### config.mk
export PLATFORM = sky130hd
export DESIGN_NAME = i2c_cmd_issuer_flat
export DESIGN_NICKNAME = d
export VERILOG_FILES = /design/src/rtl/i2c_cmd_issuer_pkg.sv /design/src/rtl/i2c_cmd_issuer_if.sv /design/src/rtl/i2c_cmd_issuer_fifo.sv /design/src/rtl/i2c_cmd_issuer.sv /design/src/flat_wrapper.sv
export SDC_FILE = /design/constraint.sdc
export NUM_CORES = 1
export LEC_CHECK = 0
export ABC_AREA = 0
export BUFFER_PORTS_ARGS = -buffer_cell sky130_fd_sc_hd__buf_2
export CORE_MARGIN = 3
export CORE_UTILIZATION = 25
export CTS_CLUSTER_DIAMETER = 60
export DETAILED_ROUTE_END_ITERATION = 12
export GPL_ROUTABILITY_DRIVEN = 0
export GPL_TIMING_DRIVEN = 0
export PLACE_DENSITY = 0.44
export SYNTH_ARGS = -nofsm -noshare
export SYNTH_HDL_FRONTEND = slang
export SYNTH_SLANG_ARGS = --single-unit
### constraint.sdc
create_clock -name clk_i -period 2.3 [get_ports clk_i]
set_clock_uncertainty 0.2 [all_clocks]
set_input_delay 0.46 -clock clk_i [delete_from_list [all_inputs] [get_ports clk_i]]
set_output_delay 0.46 -clock clk_i [all_outputs]
set_load 0.01 [all_outputs]
### src/rtl/i2c_cmd_issuer_pkg.sv
// Shared types and sizing helpers for the I2C command issuer.
// State encodings are fixed so the FSM value stays readable in waveforms.
package i2c_cmd_issuer_pkg;

  localparam int ADDR_W_DEF = 7;
  localparam int DATA_W_DEF = 8;

  typedef enum logic [1:0] {
    ST_IDLE  = 2'd0,
    ST_ISSUE = 2'd1,
    ST_BUSY  = 2'd2
  } state_e;

  // Counter width able to hold 0..timeout-1.
  function automatic int cnt_w(input int timeout);
    return (timeout > 2) ? $clog2(timeout) : 1;
  endfunction

endpackage

### src/rtl/i2c_cmd_issuer_if.sv
// Command-side valid/ready port and master-side start/addr/data/ready port.
// The issuer uses the slave modport; whatever feeds it and models the I2C master uses master.
interface i2c_cmd_issuer_if
  import i2c_cmd_issuer_pkg::*;
#(
  parameter int ADDR_W = ADDR_W_DEF,
  parameter int DATA_W = DATA_W_DEF
) ();

  logic              s_valid;
  logic              s_ready;
  logic [ADDR_W-1:0] s_addr;
  logic [DATA_W-1:0] s_data;
  logic              m_start;
  logic [ADDR_W-1:0] m_addr;
  logic [DATA_W-1:0] m_data;
  logic              m_ready;

  modport slave (
    input  s_valid, s_addr, s_data, m_ready,
    output s_ready, m_start, m_addr, m_data
  );

  modport master (
    output s_valid, s_addr, s_data, m_ready,
    input  s_ready, m_start, m_addr, m_data
  );

endinterface

### src/rtl/i2c_cmd_issuer_fifo.sv
// Synchronous FIFO, DEPTH x W; data visible at rdat_o one cycle after push.
// Push ignored when full, pop ignored when empty; level is the registered occupancy.
module i2c_cmd_issuer_fifo #(
  parameter int DEPTH = 4,
  parameter int W     = 15
) (
  input  logic                   clk_i,
  input  logic                   rst_ni,
  input  logic                   push_i,
  input  logic [W-1:0]           wdat_i,
  input  logic                   pop_i,
  output logic [W-1:0]           rdat_o,
  output logic                   full_o,
  output logic                   empty_o,
  output logic [$clog2(DEPTH):0] level_o
);

  localparam int AW = $clog2(DEPTH);

  logic [W-1:0]  mem_q [DEPTH];
  logic [AW-1:0] wr_q, rd_q;
  logic [AW:0]   cnt_q, cnt_d;
  logic          do_push, do_pop;

  assign do_push = push_i && !full_o;
  assign do_pop  = pop_i && !empty_o;

  // DEPTH is a power of two, so the count MSB alone marks full.
  assign full_o  = cnt_q[AW];
  assign empty_o = (cnt_q == '0);
  assign level_o = cnt_q;
  assign rdat_o  = mem_q[rd_q];

  always_comb begin
    cnt_d = cnt_q;
    if (do_push && !do_pop) begin
      cnt_d = cnt_q + 1'b1;
    end else if (do_pop && !do_push) begin
      cnt_d = cnt_q - 1'b1;
    end
  end

  always_ff @(posedge clk_i or negedge rst_ni) begin
    if (!rst_ni) begin
      wr_q  <= '0;
      rd_q  <= '0;
      cnt_q <= '0;
    end else begin
      cnt_q <= cnt_d;
      if (do_push) wr_q <= wr_q + 1'b1;
      if (do_pop)  rd_q <= rd_q + 1'b1;
    end
  end

  always_ff @(posedge clk_i) begin
    if (do_push) mem_q[wr_q] <= wdat_i;
  end

endmodule

### src/rtl/i2c_cmd_issuer.sv
// Buffers (addr,data) writes and issues them one at a time to the I2C master, aborting hung ones.
// Push-to-m_start two edges from an empty FIFO; s_ready drops only when the FIFO is full.
module i2c_cmd_issuer
  import i2c_cmd_issuer_pkg::*;
#(
  parameter int DEPTH   = 4,
  parameter int ADDR_W  = ADDR_W_DEF,
  parameter int DATA_W  = DATA_W_DEF,
  parameter int TIMEOUT = 64
) (
  input  logic                   clk_i,
  input  logic                   rst_ni,
  i2c_cmd_issuer_if.slave        bus,
  input  logic                   clr_err_i,
  output logic [$clog2(DEPTH):0] level_o,
  output logic                   busy_o,
  output logic                   txn_done_o,
  output logic                   timeout_err_o
);

  localparam int CNT_W = cnt_w(TIMEOUT);
  localparam int W     = ADDR_W + DATA_W;

  state_e            state_q;
  logic [CNT_W-1:0]  cnt_q;
  logic              m_start_q;
  logic [ADDR_W-1:0] m_addr_q;
  logic [DATA_W-1:0] m_data_q;
  logic              txn_done_q;
  logic              timeout_err_q;

  logic              fifo_full, fifo_empty, push, pop;
  logic [W-1:0]      head;
  logic              timeout_hit, abort;

  // Reset gates s_ready so nothing is accepted while the FIFO is held empty.
  assign bus.s_ready = !fifo_full && rst_ni;
  assign push        = bus.s_valid && bus.s_ready;
  assign pop         = (state_q == ST_IDLE) && !fifo_empty && bus.m_ready;

  i2c_cmd_issuer_fifo #(
    .DEPTH (DEPTH),
    .W     (W)
  ) u_fifo (
    .clk_i   (clk_i),
    .rst_ni  (rst_ni),
    .push_i  (push),
    .wdat_i  ({bus.s_addr, bus.s_data}),
    .pop_i   (pop),
    .rdat_o  (head),
    .full_o  (fifo_full),
    .empty_o (fifo_empty),
    .level_o (level_o)
  );

  // A real state change on the same edge takes priority over the timeout.
  assign timeout_hit = (cnt_q == CNT_W'(TIMEOUT - 1));
  assign abort       = timeout_hit &&
                       (((state_q == ST_ISSUE) && bus.m_ready) ||
                        ((state_q == ST_BUSY) && !bus.m_ready));

  always_ff @(posedge clk_i or negedge rst_ni) begin
    if (!rst_ni) begin
      state_q       <= ST_IDLE;
      cnt_q         <= '0;
      m_start_q     <= 1'b0;
      m_addr_q      <= '0;
      m_data_q      <= '0;
      txn_done_q    <= 1'b0;
      timeout_err_q <= 1'b0;
    end else begin
      txn_done_q <= 1'b0;
      case (state_q)
        ST_IDLE: begin
          cnt_q <= '0;
          if (pop) begin
            {m_addr_q, m_data_q} <= head;
            m_start_q            <= 1'b1;
            state_q              <= ST_ISSUE;
          end
        end
        ST_ISSUE: begin
          cnt_q <= cnt_q + 1'b1;
          if (!bus.m_ready) begin
            m_start_q <= 1'b0;
            cnt_q     <= '0;
            state_q   <= ST_BUSY;
          end else if (abort) begin
            m_start_q <= 1'b0;
            cnt_q     <= '0;
            state_q   <= ST_IDLE;
          end
        end
        ST_BUSY: begin
          cnt_q <= cnt_q + 1'b1;
          if (bus.m_ready) begin
            txn_done_q <= 1'b1;
            state_q    <= ST_IDLE;
          end else if (abort) begin
            cnt_q   <= '0;
            state_q <= ST_IDLE;
          end
        end
        default: begin
          m_start_q <= 1'b0;
          cnt_q     <= '0;
          state_q   <= ST_IDLE;
        end
      endcase

      if (clr_err_i) begin
        timeout_err_q <= 1'b0;
      end else if (abort) begin
        timeout_err_q <= 1'b1;
      end
    end
  end

  assign bus.m_start   = m_start_q;
  assign bus.m_addr    = m_addr_q;
  assign bus.m_data    = m_data_q;
  assign busy_o        = (state_q != ST_IDLE);
  assign txn_done_o    = txn_done_q;
  assign timeout_err_o = timeout_err_q;

endmodule

### src/flat_wrapper.sv
// flat-port wrapper written by rule: the top's interface ports become plain ports
module i2c_cmd_issuer_flat import i2c_cmd_issuer_pkg::*;
#(
  parameter int DEPTH   = 4,
  parameter int ADDR_W  = ADDR_W_DEF,
  parameter int DATA_W  = DATA_W_DEF,
  parameter int TIMEOUT = 64
)
  (clk_i, rst_ni, clr_err_i, level_o, busy_o, txn_done_o, timeout_err_o, bus_s_valid, bus_s_addr, bus_s_data, bus_m_ready, bus_s_ready, bus_m_start, bus_m_addr, bus_m_data);
  i2c_cmd_issuer_if #(.ADDR_W(ADDR_W), .DATA_W(DATA_W)) bus_i ();
  input  logic clk_i;
  input  logic rst_ni;
  input  logic clr_err_i;
  output logic [$clog2(DEPTH):0] level_o;
  output logic busy_o;
  output logic txn_done_o;
  output logic timeout_err_o;
  input wire logic [$bits(bus_i.s_valid)-1:0] bus_s_valid;
  input wire logic [$bits(bus_i.s_addr)-1:0] bus_s_addr;
  input wire logic [$bits(bus_i.s_data)-1:0] bus_s_data;
  input wire logic [$bits(bus_i.m_ready)-1:0] bus_m_ready;
  output wire logic [$bits(bus_i.s_ready)-1:0] bus_s_ready;
  output wire logic [$bits(bus_i.m_start)-1:0] bus_m_start;
  output wire logic [$bits(bus_i.m_addr)-1:0] bus_m_addr;
  output wire logic [$bits(bus_i.m_data)-1:0] bus_m_data;
  assign bus_i.s_valid = bus_s_valid;
  assign bus_i.s_addr = bus_s_addr;
  assign bus_i.s_data = bus_s_data;
  assign bus_i.m_ready = bus_m_ready;
  assign bus_s_ready = bus_i.s_ready;
  assign bus_m_start = bus_i.m_start;
  assign bus_m_addr = bus_i.m_addr;
  assign bus_m_data = bus_i.m_data;
  i2c_cmd_issuer #(.DEPTH(DEPTH), .ADDR_W(ADDR_W), .DATA_W(DATA_W), .TIMEOUT(TIMEOUT)) u_core (.clk_i(clk_i), .rst_ni(rst_ni), .bus(bus_i), .clr_err_i(clr_err_i), .level_o(level_o), .busy_o(busy_o), .txn_done_o(txn_done_o), .timeout_err_o(timeout_err_o));
endmodule
* After elaboration in Yosys (flattened, before gate mapping)
Memory sizes are Yosys's and may differ from the RTL's. A register that Yosys moved wholly into a read port is not among the register bits. Cells that the tools add are included. W data, S select, Z words.
Word-level totals: flip-flop bits (word level) 18, logic and storage cells 66, RAM bits 60, input bits 20, output and inout port bits 23, memories kept 1
Cells by class: mux-type cells 21, add/sub/neg operators 5, reductions and logical operators 25, bitwise operators 1, equal/unequal tests 5
Memory list:
- u_core.u_fifo.mem_q | depth 4, bits a word 15, rd ports 1, clocked after memory_dff 1, write ports 1, RTL line i2c_cmd_issuer_fifo.sv:20 | logic [W-1:0] mem_q [DEPTH];
Operators by type and width (number):
- $mux W6 | 3
- $pmux W6 S2 | 1
- $logic_and A1 B1 Y1 | 11
- $mux W1 | 9
- $mux W2 | 4
- $add A6 B1 Y6 const B | 1
- $eq A6 B6 Y1 const B | 1
- $logic_not A1 Y1 | 6
- $mux W3 | 2
- $pmux W2 S3 | 1
- $reduce_bool A2 Y1 | 3
- $add A2 B1 Y2 const B | 2
- $add A3 B1 Y3 const B | 1
- $logic_not A3 Y1 | 1
- $ne A3 B2 Y1 const B | 1
- $pmux W1 S3 | 1
- $reduce_and A3 Y1 | 1
- $sub A3 B1 Y3 const B | 1
- $eq A2 B1 Y1 const B | 1
- $eq A2 B2 Y1 const B | 1
- $logic_not A2 Y1 | 1
- $ne A2 B2 Y1 const B | 1
- $reduce_and A2 Y1 | 1
- $logic_or A1 B1 Y1 | 1
- $not A1 Y1 | 1

* Depth between registers and ports, before layout
Gate-level depths: netlist of the first run.
depth after elaboration 8, mapped depth 10, depth with buffers taken out 9

* Modules after synthesis
From an unflattened synthesis of the first run, not the netlist that was laid out.
Second synthesis, totals: cells, all modules 215, area total of the unflattened synthesis 3872.5 um2
Modules (own cells, without submodules):
- i2c_cmd_issuer_fifo | times used 1, sequential area each 1976.9 um2, cells an instance 116, area each 2613.8 um2
- i2c_cmd_issuer | times used 1, sequential area each 650.6 um2, cells an instance 99, area each 1258.7 um2

* Worst setup path before layout of the first run
No wires, ideal clock.
path type reg-to-reg, start reg u_core.state_q[1], end reg u_core.u_fifo.cnt_q[2] (netlist: u_core.u_fifo.level_o[2]), clock period less this slack 2.367 ns, path buffers 1, arrival 2.088 ns, cell stages (with the launch flop) 11, path slack -0.067 ns, path through dfrtp_1 -> inv_1 -> ha_1 -> o311ai_2 -> buf_2 -> ha_1 -> inv_1 -> fa_1 -> xor2_1 -> nor2_1 -> xor2_1
On the way: cells in the longest elaborated chain, start to end 7
Ends and longest elaborated chain:
- start, declared | RTL line i2c_cmd_issuer.sv:24 | state_e state_q;
- start signal, assigned | RTL line i2c_cmd_issuer.sv:64 | state_q <= ST_IDLE;
- start signal, assigned | RTL line i2c_cmd_issuer.sv:79 | state_q <= ST_ISSUE;
- start signal, assigned | RTL line i2c_cmd_issuer.sv:87 | state_q <= ST_BUSY;
- $logic_not A2 Y1 * | RTL line i2c_cmd_issuer.sv:39 | assign pop = (state_q == ST_IDLE) && !fifo_empty && bus.m_ready;
- $logic_and A1 B1 Y1 * (2 in series) | RTL line i2c_cmd_issuer.sv:39
- $logic_and A1 B1 Y1 * | RTL line i2c_cmd_issuer_fifo.sv:26 | assign do_pop = pop_i && !empty_o;
- $logic_not A1 Y1 | RTL line i2c_cmd_issuer_fifo.sv:36 | if (do_push && !do_pop) begin
- $logic_and A1 B1 Y1 | RTL line i2c_cmd_issuer_fifo.sv:36
- $mux W3 / $reduce_bool A2 Y1 (equally long branches)
- end signal, assigned | RTL line i2c_cmd_issuer_fifo.sv:49 | cnt_q <= cnt_d;
- end, declared | RTL line i2c_cmd_issuer_fifo.sv:22 | logic [AW:0] cnt_q, cnt_d;
Every way passes the cells marked *; elsewhere a longest branch is shown, timed or not. A chain may end at the register's enable or synchronous reset.

* Worst setup path in the final report of the first run
start reg u_core.u_fifo.cnt_q[1] (netlist: u_core.u_fifo.level_o[1]), end reg u_core.u_fifo.cnt_q[2] (netlist: u_core.u_fifo.level_o[2])
On the way: cells in the longest elaborated chain, start to end 8
Ends and longest elaborated chain:
- parallel branches: the longest is 8 deep, another holds $sub A3 B1 Y3
Several ways; the timed one is not identified. The select of a mux whose other input is x is not followed.

==> reports/summary.txt, run 1 <==
Wl on met1 -> 3.30 mm
Int Pwr -> 3.84 mW
Status -> complete, no violations
TritonCTS buffer count -> 9
Fin cells -> 456
Clock Sinks -> 93
Fin util -> 0.317
Wire per inst -> 15.9 µm
Logic pwr share -> 0.329
Relative slew slack -> 0.409
Total chip power -> 5.52 mW
Nets -> 298
Sequence of cells on the critical path -> o311ai_4, buf_6, ha_4, inv_1, fa_1, xor2_1, nor2_1, xor2_1
H-tree depth -> 3
GRT Util Overall -> 0.0950
CP Capture Type -> register
MaxCap Viol Count -> 0
Worst path depth -> 8
DR iter-0 viols -> 77
WS Path Type -> reg -> reg
Antenna Nets Post-Route -> 0
Pwr Density -> 1190 nW/µm²
Register share of total power -> 0.417
Total congestion overflow -> 0
Crit-path leading delay family -> adder cells
RSZ-0062 raised after global routing -> false
Share of the synthesized area in the top cell type -> 0.482
Synth Area in Simple Gates -> 0.0332
Cell repeated most along the worst path -> xor2_1
Post-synthesis sequential area ratio -> 0.704
Synthesized flop and latch total -> 93
CP max FO -> 4
Number of core rows -> 44
Hpwl dp -> 4.49 mm
Critical path buffers and inverters -> 2
Hold Path Class -> in -> reg
Netlist cell types -> 34
Layout cells sized above 1 -> 0.408
Placed instance count -> 429
Slew Viols, Final -> 0
First-pass GRT wire length -> 11.6 mm
Net Sw Frac -> 0.304
Initial antenna violation count -> 1
WHS Path Cells -> 2
IO buf count -> 42
F_max -> 459 MHz
Met3 WL -> 218 µm
Worst EP arrival -> 2.23 ns
Req. time, crit path -> 2.36 ns
Metal2 WL -> 3.62 mm
Worst Reg-to-Reg Cells -> 8
Top_reg_cell synth -> edfxtp_1
Syn Nets -> 234
Via/cell ratio -> 4.22
Total Neg Setup Slack -> 0 ns
DRT Pass-1 Iters -> 4
Die height -> 128 µm
Post-Synth Adder-Cell Area -> 0.0389
Startpoint types -> register
Gate Count Post-Synth -> 203
Ranking of synthesized cells by area -> edfxtp_1 (48%), dfrtp_1 (22%), mux4_2 (6.6%)
Final clock period utilization by the worst path -> 0.947
Max stage delay on crit path -> 0.44 ns
Largest net degree at the start of global routing -> 34
CTS clk-pin slew, worst paths -> 0.06 ns
Xor/xnor share of the synthesized area -> 0.0211
Core area -> 14600 µm²
Number of flops mapped to enable cells by yosys -> 60
Clock root cell -> clkbuf_16
Largest family of logic cells by synthesized area -> multiplexers
Vias in the first global route -> 2073
ANT cells -> 0
Initial Util -> 0.256
Area leader, netlist -> edfxtp_1
Max Root-Sink Buffers -> 2
Area Growth Syn to Fin -> 23.8%
DR vias -> 1926
Cell Area, Synth -> 3730 µm²
DIE AREA -> 16400 µm²
CTS tree -> done
Final hold viol count -> 0
Post-Route WL -> 7.26 mm
Worst skew pair latency -> 0.34 ns
Worst Tran Pin Value -> 0.887 ns
Maximum vdd drop -> 434 µV
Crit-path slowest cell -> dfrtp_2
Top Layer Used -> met5
Fill count -> 1418
# DRC -> 0
Mean Syn Cell Area -> 18.4 µm²
Clock Power Share -> 0.254
Final setup viols -> 0
Post-synth ARST share -> 0.355
IO Pins -> 43
Compound-Gate Fraction of Synth Area -> 0.0318
Sw Pwr -> 1.68 mW
Synth Warn # -> 0
Mux cell area share after synthesis -> 0.146
Leakage power -> 1.76 nW
Synth cell count leaders -> edfxtp_1 (60), dfrtp_1 (33), mux2_2 (17), mux4_2 (11), ha_1 (10)
Tmin final -> 2.18 ns
Top-count cell post-synth -> edfxtp_1
Die X-Extent -> 128 µm
## final timing paths
check	start	to	slack, ns
setup / recovery	u_core.u_fifo.level_o[1]	u_core.u_fifo.level_o[2]	0.12
hold / removal	clr_err_i	u_core.timeout_err_o	0.07
setup reg to reg	u_core.u_fifo.level_o[1]	u_core.u_fifo.level_o[2]	0.12
hold reg to reg	u_core.cnt_q[0]	u_core.cnt_q[0]	0.28
max in group asynchronous	rst_ni	u_core.u_fifo.level_o[1]	1.21
min in group asynchronous	rst_ni	u_core.bus.m_addr[3]	0.47
## final cells by class
| cell class | count | area [µm²] | share of cell area |
|---|---|---|---|
| inverter | 9 | 33.8 | 0.00731 |
| clock buffer | 9 | 225 | 0.0487 |
| tap | 184 | 230 | 0.0498 |
| multi-input combinational | 93 | 1050 | 0.228 |
| timing repair buffer | 53 | 323 | 0.0698 |
| buffer | 8 | 68.8 | 0.0149 |
| clock inverter | 7 | 56.3 | 0.0122 |
| sequential | 93 | 2630 | 0.569 |
## logic make-up after synthesis
family	after synthesis
buffers and inverters	17
AOI/OAI and AO/OA	16
xor gates and xnor gates	9
and+or+nand+nor	25
adders and majority gates	11
DFF	93
muxes	32
## routing by layer
metal | up-vias | GRT usage
met5 | - | 0
met4 | 2 | 0.0393
met3 | 8 | 0.0233
met2 | 25 | 0.154
met1 | 984 | 0.122
li1 | 907 | -
## flip-flops by register name, indices dropped and copies added (netlist names), 2 cells and up
| register | count |
|---|---|
| u_core.u_fifo.mem_q | 60 |
| u_core.u_fifo.rd_q | 2 |
| u_core.bus.m_data | 8 |
| u_core.cnt_q | 6 |
| u_core.u_fifo.wr_q | 2 |
| u_core.u_fifo.level_o | 3 |
| u_core.bus.m_addr | 7 |
| u_core.state_q | 2 |
## through the flow
step / hold WS, ns / instance area [µm²] / setup slack, ns
2_1_floorplan: -0.0356 / 3750 / 0.0209
3_3_place_gp: 0.252 / 4190 / -0.945
3_5_place_dp: 0.269 / 4190 / -0.992
4_1_cts: 0.0557 / 4560 / 0.0322
5_1_grt: 0.0609 / 4620 / 0.0425
6_report: 0.0728 / 4620 / 0.123
## cells in the final DEF (no fill, tap or decap), types with 4 or more instances in the layout
master	n
mux2_2	17
mux4_1	4
xnor2_1	5
edfxtp_1	60
buf_2	44
inv_1	8
o21ai_0	4
ha_1	8
clkbuf_16	9
and3_1	4
nand2_1	4
mux4_2	11
xor2_1	4
a31oi_1	4
buf_4	10
dfrtp_1	30
nor2_1	9
## power groups by stage
stage          Combinational [mW]  Clock, mW  Sequential, mW
6_report                     1.82       1.40            2.30
5_1_grt                      2.04       1.52            2.34
4_1_cts                      1.78       1.46            2.31
3_5_place_dp                 1.70          0            2.35
3_3_place_gp                 1.69          0            2.34
2_1_floorplan                1.12          0            2.38
## what timing repair did
| item | 4_1_cts | 5_1_grt |
|---|---|---|
| hold buffers | 2 | 0 |
| endpoints found under the hold margin | 33 | 0 |
| setup endpoints to repair | 64 | 2 |
| resized for setup | 9 | 6 |
| buffers inserted | 3 | 6 |
| gates cloned | 0 | 0 |
| pin swaps | 1 | 2 |
Note: power is estimated with default switching activity, not from simulation.
==> inputs of run 2 (changes only) <==
--- a/config.mk
+++ b/config.mk
@@ -6,14 +6,14 @@
 export NUM_CORES = 1
 export LEC_CHECK = 0
 export ABC_AREA = 0
-export BUFFER_PORTS_ARGS = -buffer_cell sky130_fd_sc_hd__buf_2
 export CORE_MARGIN = 3
 export CORE_UTILIZATION = 25
 export CTS_CLUSTER_DIAMETER = 60
 export DETAILED_ROUTE_END_ITERATION = 12
+export DONT_BUFFER_PORTS = 1
 export GPL_ROUTABILITY_DRIVEN = 0
 export GPL_TIMING_DRIVEN = 0
-export PLACE_DENSITY = 0.44
+export PLACE_DENSITY = 0.42
 export SYNTH_ARGS = -nofsm -noshare
 export SYNTH_HDL_FRONTEND = slang
 export SYNTH_SLANG_ARGS = --single-unit
==> run 2 against run 1 <==
Net effect: critical endpoint is now u_core.u_fifo.level_o[1]; clock power is essentially flat; critical path depth is the same; die area is the same; design area shrank 1.8%; routed wire length grew 2.6%; sequential share of layout area grew 1.0 points; setup slack lost 0.038 ns; utilization shrank 0.56 points; final cell count shrank 6.1%.
==> reports/summary.txt, run 2 (synthesized netlist as in run 1, its figures left out) <==
Most flops, register -> u_core.u_fifo.mem_q
Startpoint types -> register
Number of core rows -> 44 (unchanged)
WS Path Type -> reg -> reg
Post-Route WL -> 7.45 mm (+2.6%)
ANT cells -> 0 (unchanged)
Largest register FFs -> 60 (unchanged)
Pwr Density -> 1170 nW/µm² (-1.9%)
Area Growth Syn to Fin -> 21.6%
Commonest cells after routing, fill and taps aside -> edfxtp_1 (60), dfrtp_1 (29), dlygate4sd3_1 (18), mux2_2 (17), mux4_2 (11)
Core area -> 14600 µm² (unchanged)
Commonest non-fill, non-tap cell in the layout -> edfxtp_1
Final clock period utilization by the worst path -> 0.963 (+0.0164)
Maximum vdd drop -> 373 µV (-14%)
Status -> complete, no violations
Fin cells -> 428 (-6.1%)
Final setup viols -> 0 (unchanged)
Placed instance count -> 387 (-9.8%)
Clock root cell -> clkbuf_16
Nets -> 270 (-9.4%)
Final hold viol count -> 0 (unchanged)
IO buf count -> 0 (-100%)
Via/cell ratio -> 4.29 (+1.5%)
Setup WS post-layout -> 0.0848 ns (-0.0378 ns)
CP Capture Type -> register
CTS tree -> done
CP max FO -> 6 (+2)
First-pass GRT wire length -> 11.7 mm (+0.83%)
Hold Path Class -> in -> reg
RSZ-0062 raised after global routing -> false
Tmin final -> 2.22 ns (+0.0378 ns)
DIE AREA -> 16400 µm² (unchanged)
F_max -> 451 MHz (-1.7%)
Initial Util -> 0.256 (unchanged)
IO Pins -> 43 (unchanged)
GRT Util Overall -> 0.0974 (+0.00242)
Fill count -> 1418 (unchanged)
# DRC -> 0 (unchanged)
Met2 GRT Util -> 0.149 (-0.00490)
Hpwl dp -> 4.55 mm (+1.3%)
DR iter-0 viols -> 131 (+70%)
CTS clk-pin slew, worst paths -> 0.06 ns (about the same)
Max Root-Sink Buffers -> 2 (unchanged)
Worst EP arrival -> 2.24 ns (about the same)
DRT Pass-1 Iters -> 4 (unchanged)
Req. time, crit path -> 2.32 ns (-0.04 ns)
Initial antenna violation count -> 0 (-1)
Busiest grt layer -> met2
Area after DPL -> 3980 µm² (-5.0%)
MaxCap Viol Count -> 0 (unchanged)
Largest net degree at the start of global routing -> 34 (unchanged)
Leakage power -> 1.64 nW (-6.7%)
Worst Tran Pin Value -> 0.959 ns (+0.0724 ns)
Met1 Resource Use GR -> 0.124 (+0.00187)
Layout cells sized above 1 -> 0.262 (-0.146)
Antenna Nets Post-Route -> 0 (unchanged)
Total congestion overflow -> 0 (unchanged)
DR vias -> 1834 (-4.8%)
TritonCTS buffer count -> 9 (unchanged)
Total chip power -> 5.32 mW (-3.6%)
Worst hold slack -> 0.0949 ns (+0.0221 ns)
Vias in the first global route -> 1976 (-4.7%)
Final Instance Area -> 4540 µm² (-1.8%)
Pre-CTS setup slack -> -0.243 ns (+0.749 ns)
Die height -> 128 µm (unchanged)
Slew Viols, Final -> 0 (unchanged)
Relative slew slack -> 0.361 (-0.0482)
Met3 Resource Use GR -> 0.0446 (+0.0213)
H-tree depth -> 3 (unchanged)
Die X-Extent -> 128 µm (unchanged)
Clock Sinks -> 93 (unchanged)
Wire per inst -> 17.4 µm (+9.3%)
Total Neg Setup Slack -> 0 ns (unchanged)
Fin util -> 0.311 (-0.00557)
Worst skew pair latency -> 0.34 ns (about the same)
run 2: changes by cell type in the layout (fill, tap and decap cells not counted), moves of 2 or more:
cell,previous run,this run
buf_2,44,3
clkbuf_8,0,2
buf_4,10,7
clkbuf_1,1,3
inv_6,2,0
dlygate4sd3_1,1,18
clkinvlp_4,2,0
run 2: per-layer routing:
layer,vias to the layer above,share of wire
met4,0,0.0077
met5,-,0
li1,848,-
met3,4,0.057
met2,39,0.48
met1,943,0.45
run 2: area by class of cell:
type                    count  area, µm²  share of cell area
well taps                 184        230              0.0507
plain buffers               8       68.8              0.0152
inverters                   9       33.8             0.00744
clock buffers              13        260              0.0573
multi-input cells          93       1060               0.233
repair buffers             25        245              0.0540
flip-flops and latches     93       2630               0.580
clock inverters             3       12.5             0.00275
run 2: final timing paths:
kind | startpoint | to | slack (ns) | cells past startpoint
worst min-delay path | bus_m_ready | u_core.txn_done_o | 0.09 | 1
worst max-delay path | u_core.state_q[1] | u_core.u_fifo.level_o[1] | 0.08 | 8
worst max register to register | u_core.state_q[1] | u_core.u_fifo.level_o[1] | 0.08 | 8
max in group asynchronous | rst_ni | u_core.u_fifo.level_o[2] | 1.30 | 2
worst min register to register | u_core.cnt_q[0] | u_core.cnt_q[0] | 0.28 | 1
min in group asynchronous | rst_ni | u_core.bus.m_addr[2] | 0.39 | 2
run 2: report_power, final:
group          leakage, nW  internal (mW)  switching [mW]  total, mW
Combinational        0.564          0.834           0.701       1.54
Sequential           0.945           2.12           0.297       2.42
Clock                0.135          0.783           0.583       1.37
run 2: critical path, stage by stage, from the launching register on:
cell and delay, ns:
dfrtp_2 0.43, inv_1 0.12, ha_4 0.19, o311ai_4 0.12, buf_6 0.15, ha_4 0.15, inv_1 0.06, fa_2 0.43
mux2_2 0.26
run 2: repair_timing:
| action | 4_1_cts | 5_1_grt |
|---|---|---|
| buffers inserted | 2 | 4 |
| endpoints found under the hold margin | 85 | 9 |
| pin swaps | 1 | 2 |
| hold buffers | 16 | 3 |
| resized for setup | 7 | 5 |
| setup endpoints to repair | 2 | 2 |
==> inputs of run 3 (changes only) <==
--- a/config.mk
+++ b/config.mk
@@ -6,6 +6,7 @@
 export NUM_CORES = 1
 export LEC_CHECK = 0
 export ABC_AREA = 0
+export CORE_ASPECT_RATIO = 1.5
 export CORE_MARGIN = 3
 export CORE_UTILIZATION = 25
 export CTS_CLUSTER_DIAMETER = 60
@@ -14,6 +15,7 @@
 export GPL_ROUTABILITY_DRIVEN = 0
 export GPL_TIMING_DRIVEN = 0
 export PLACE_DENSITY = 0.42
+export SLEW_MARGIN = 20
 export SYNTH_ARGS = -nofsm -noshare
 export SYNTH_HDL_FRONTEND = slang
 export SYNTH_SLANG_ARGS = --single-unit
==> run 3 against run 2 <==
Net effect: via count down 2.5%; combinational power down 4%; non-clock buffer count down 10; global-route usage down 0.20 points; clock power up 16%; critical path type unchanged; sequential share of layout area up 0.50 points; clock-buffer cell count down 3; hold slack worse by 0.077 ns; critical path depth unchanged; largest cell class unchanged; power up 3.3%; final cell count up 0.47%; die area up 0.18%.
==> reports/summary.txt, run 3 (synthesized netlist as in run 1, its figures left out) <==
Startpoint types -> register
Vias in the first global route -> 1989 (+0.66%)
Worst skew pair latency -> 0.33 ns (about the same)
Slew Viols, Final -> 0 (unchanged)
Commonest non-fill, non-tap cell in the layout -> edfxtp_1
GRT Util Overall -> 0.0954 (-0.00198)
Total Neg Setup Slack -> 0 ns (unchanged)
Initial Util -> 0.256 (about the same)
Clock root cell -> clkbuf_16
Max stage delay on crit path -> 0.46 ns (+0.03 ns)
IO buf count -> 0 (unchanged)
IO Pins -> 43 (unchanged)
Worst hold slack -> 0.0177 ns (-0.0772 ns)
Sequence of cells on the critical path -> o311ai_4, buf_6, ha_2, inv_1, fa_2, xor2_1, nor2_1, xor2_1
Largest register FFs -> 60 (unchanged)
Worst EP arrival -> 2.26 ns (+0.02 ns)
Cell repeated most along the worst path -> xor2_1
Layout cells sized above 1 -> 0.278 (+0.0155)
TritonCTS buffer count -> 9 (unchanged)
MaxCap Viol Count -> 0 (unchanged)
# DRC -> 0 (unchanged)
Final Instance Area -> 4500 µm² (-0.91%)
Initial antenna violation count -> 0 (unchanged)
WS Path Type -> reg -> reg
Wire per inst -> 17.2 µm (-1.3%)
CP max FO -> 4 (-2)
Hpwl dp -> 4.79 mm (+5.2%)
Clock Sinks -> 93 (unchanged)
Relative slew slack -> 0.371 (+0.0109)
Final hold viol count -> 0 (unchanged)
Most flops, register -> u_core.u_fifo.mem_q
Req. time, crit path -> 2.35 ns (+0.03 ns)
Tmin final -> 2.21 ns (-0.00845 ns)
Max Root-Sink Buffers -> 2 (unchanged)
Status -> complete, no violations
F_max -> 453 MHz (+0.38%)
CP Capture Type -> register
Nets -> 260 (-3.7%)
Die X-Extent -> 106 µm (-17%)
Fill count -> 1464 (+3.2%)
DIE AREA -> 16500 µm² (+0.18%)
Post-Route WL -> 7.38 mm (-0.89%)
Leakage power -> 1.62 nW (-1.5%)
ANT cells -> 0 (unchanged)
Area after DPL -> 4000 µm² (+0.38%)
DR vias -> 1789 (-2.5%)
Pwr Density -> 1220 nW/µm² (+4.2%)
Maximum vdd drop -> 422 µV (+13%)
DRT Pass-1 Iters -> 4 (unchanged)
Largest net degree at the start of global routing -> 34 (unchanged)
Commonest cells after routing, fill and taps aside -> edfxtp_1 (60), dfrtp_1 (30), mux2_2 (17), mux4_2 (11), dlygate4sd3_1 (10)
Hold Path Class -> in -> reg
Area Growth Syn to Fin -> 20.5%
Final clock period utilization by the worst path -> 0.959 (-0.00367)
Total congestion overflow -> 0 (unchanged)
CTS tree -> done
RSZ-0062 raised after global routing -> false
Worst Tran Pin Value -> 0.943 ns (-0.0164 ns)
Final setup viols -> 0 (unchanged)
CTS clk-pin slew, worst paths -> 0.07 ns (about the same)
DR iter-0 viols -> 77 (-41%)
Die height -> 156 µm (+21%)
Number of core rows -> 54 (+23%)
Crit-path slowest cell -> dfrtp_2
H-tree depth -> 3 (unchanged)
First-pass GRT wire length -> 11.5 mm (-1.3%)
Via/cell ratio -> 4.16 (-2.9%)
Antenna Nets Post-Route -> 0 (unchanged)
Core area -> 14600 µm² (about the same)
## run 3: critical path, delay by kind of cell (launching register included)
kind	cells	cell delay (ns)
AOI/OAI and AO/OA	1	0.33
xor gates and xnor gates	2	0.30
adders and majority gates	2	0.50
buffers and inverters	2	0.19
DFF	1	0.46
and+or+nand+nor	1	0.13
## run 3: layout make-up
type	count	area (µm²)	share of cell area
Sequential cell	93	2630	0.585
Multi-Input combinational cell	93	1050	0.233
Tap cell	196	245	0.0545
Clock buffer	10	229	0.0509
Timing Repair Buffer	15	150	0.0334
Clock inverter	6	93.8	0.0209
Buffer	8	68.8	0.0153
Inverter	9	33.8	0.00751
## run 3: report_power, final
part	leakage (nW)	total (mW)	internal (mW)	switching, mW
clock	0.154	1.59	0.963	0.631
sequential	0.946	2.43	2.12	0.306
combinational	0.519	1.48	0.801	0.674
total	1.62	5.50	3.89	1.61
## run 3: per-layer routing
layer / vias up / track usage / wire (µm)
met3: 10 / 0.0335 / 420
met4: 0 / 0.0407 / 133
li1: 827 / - / -
met2: 33 / 0.174 / 3970
met1: 919 / 0.0989 / 2860
met5: - / 0 / 0
## run 3: what timing repair did
item	CTS	global route
hold buffers	3	8
resized for setup	7	4
hold endpoints to repair	34	25
gates cloned	0	0
setup buffers	3	1
endpoints found under the setup margin	2	2
pin swaps	1	3
## run 3: metrics by stage
stage,total power [mW],std cells,util,setup slack (ns)
after floorplan,3.50,203,-,0.0209
after global placement,3.86,399,0.274,-0.212
after detailed placement,3.88,399,0.274,-0.253
after CTS,5.59,421,0.302,0.0175
after global routing,5.83,430,0.308,0.000885
final,5.50,430,0.308,0.0933
## run 3: final timing paths
| check | slack [ns] | to | depth (start not counted) | from |
|---|---|---|---|---|
| max in group asynchronous | 1.31 | u_core.u_fifo.level_o[1] | 2 | rst_ni |
| min in group asynchronous | 0.38 | u_core.u_fifo.wr_q[1] | 2 | rst_ni |
| worst min-delay path | 0.02 | u_core.u_fifo.mem_q[1][0] | 0 | bus_s_data[0] |
| worst max register to register | 0.09 | u_core.u_fifo.level_o[2] | 8 | u_core.u_fifo.level_o[2] |
| worst min register to register | 0.26 | u_core.cnt_q[0] | 1 | u_core.cnt_q[0] |
| worst max-delay path | 0.09 | u_core.u_fifo.level_o[2] | 8 | u_core.u_fifo.level_o[2] |
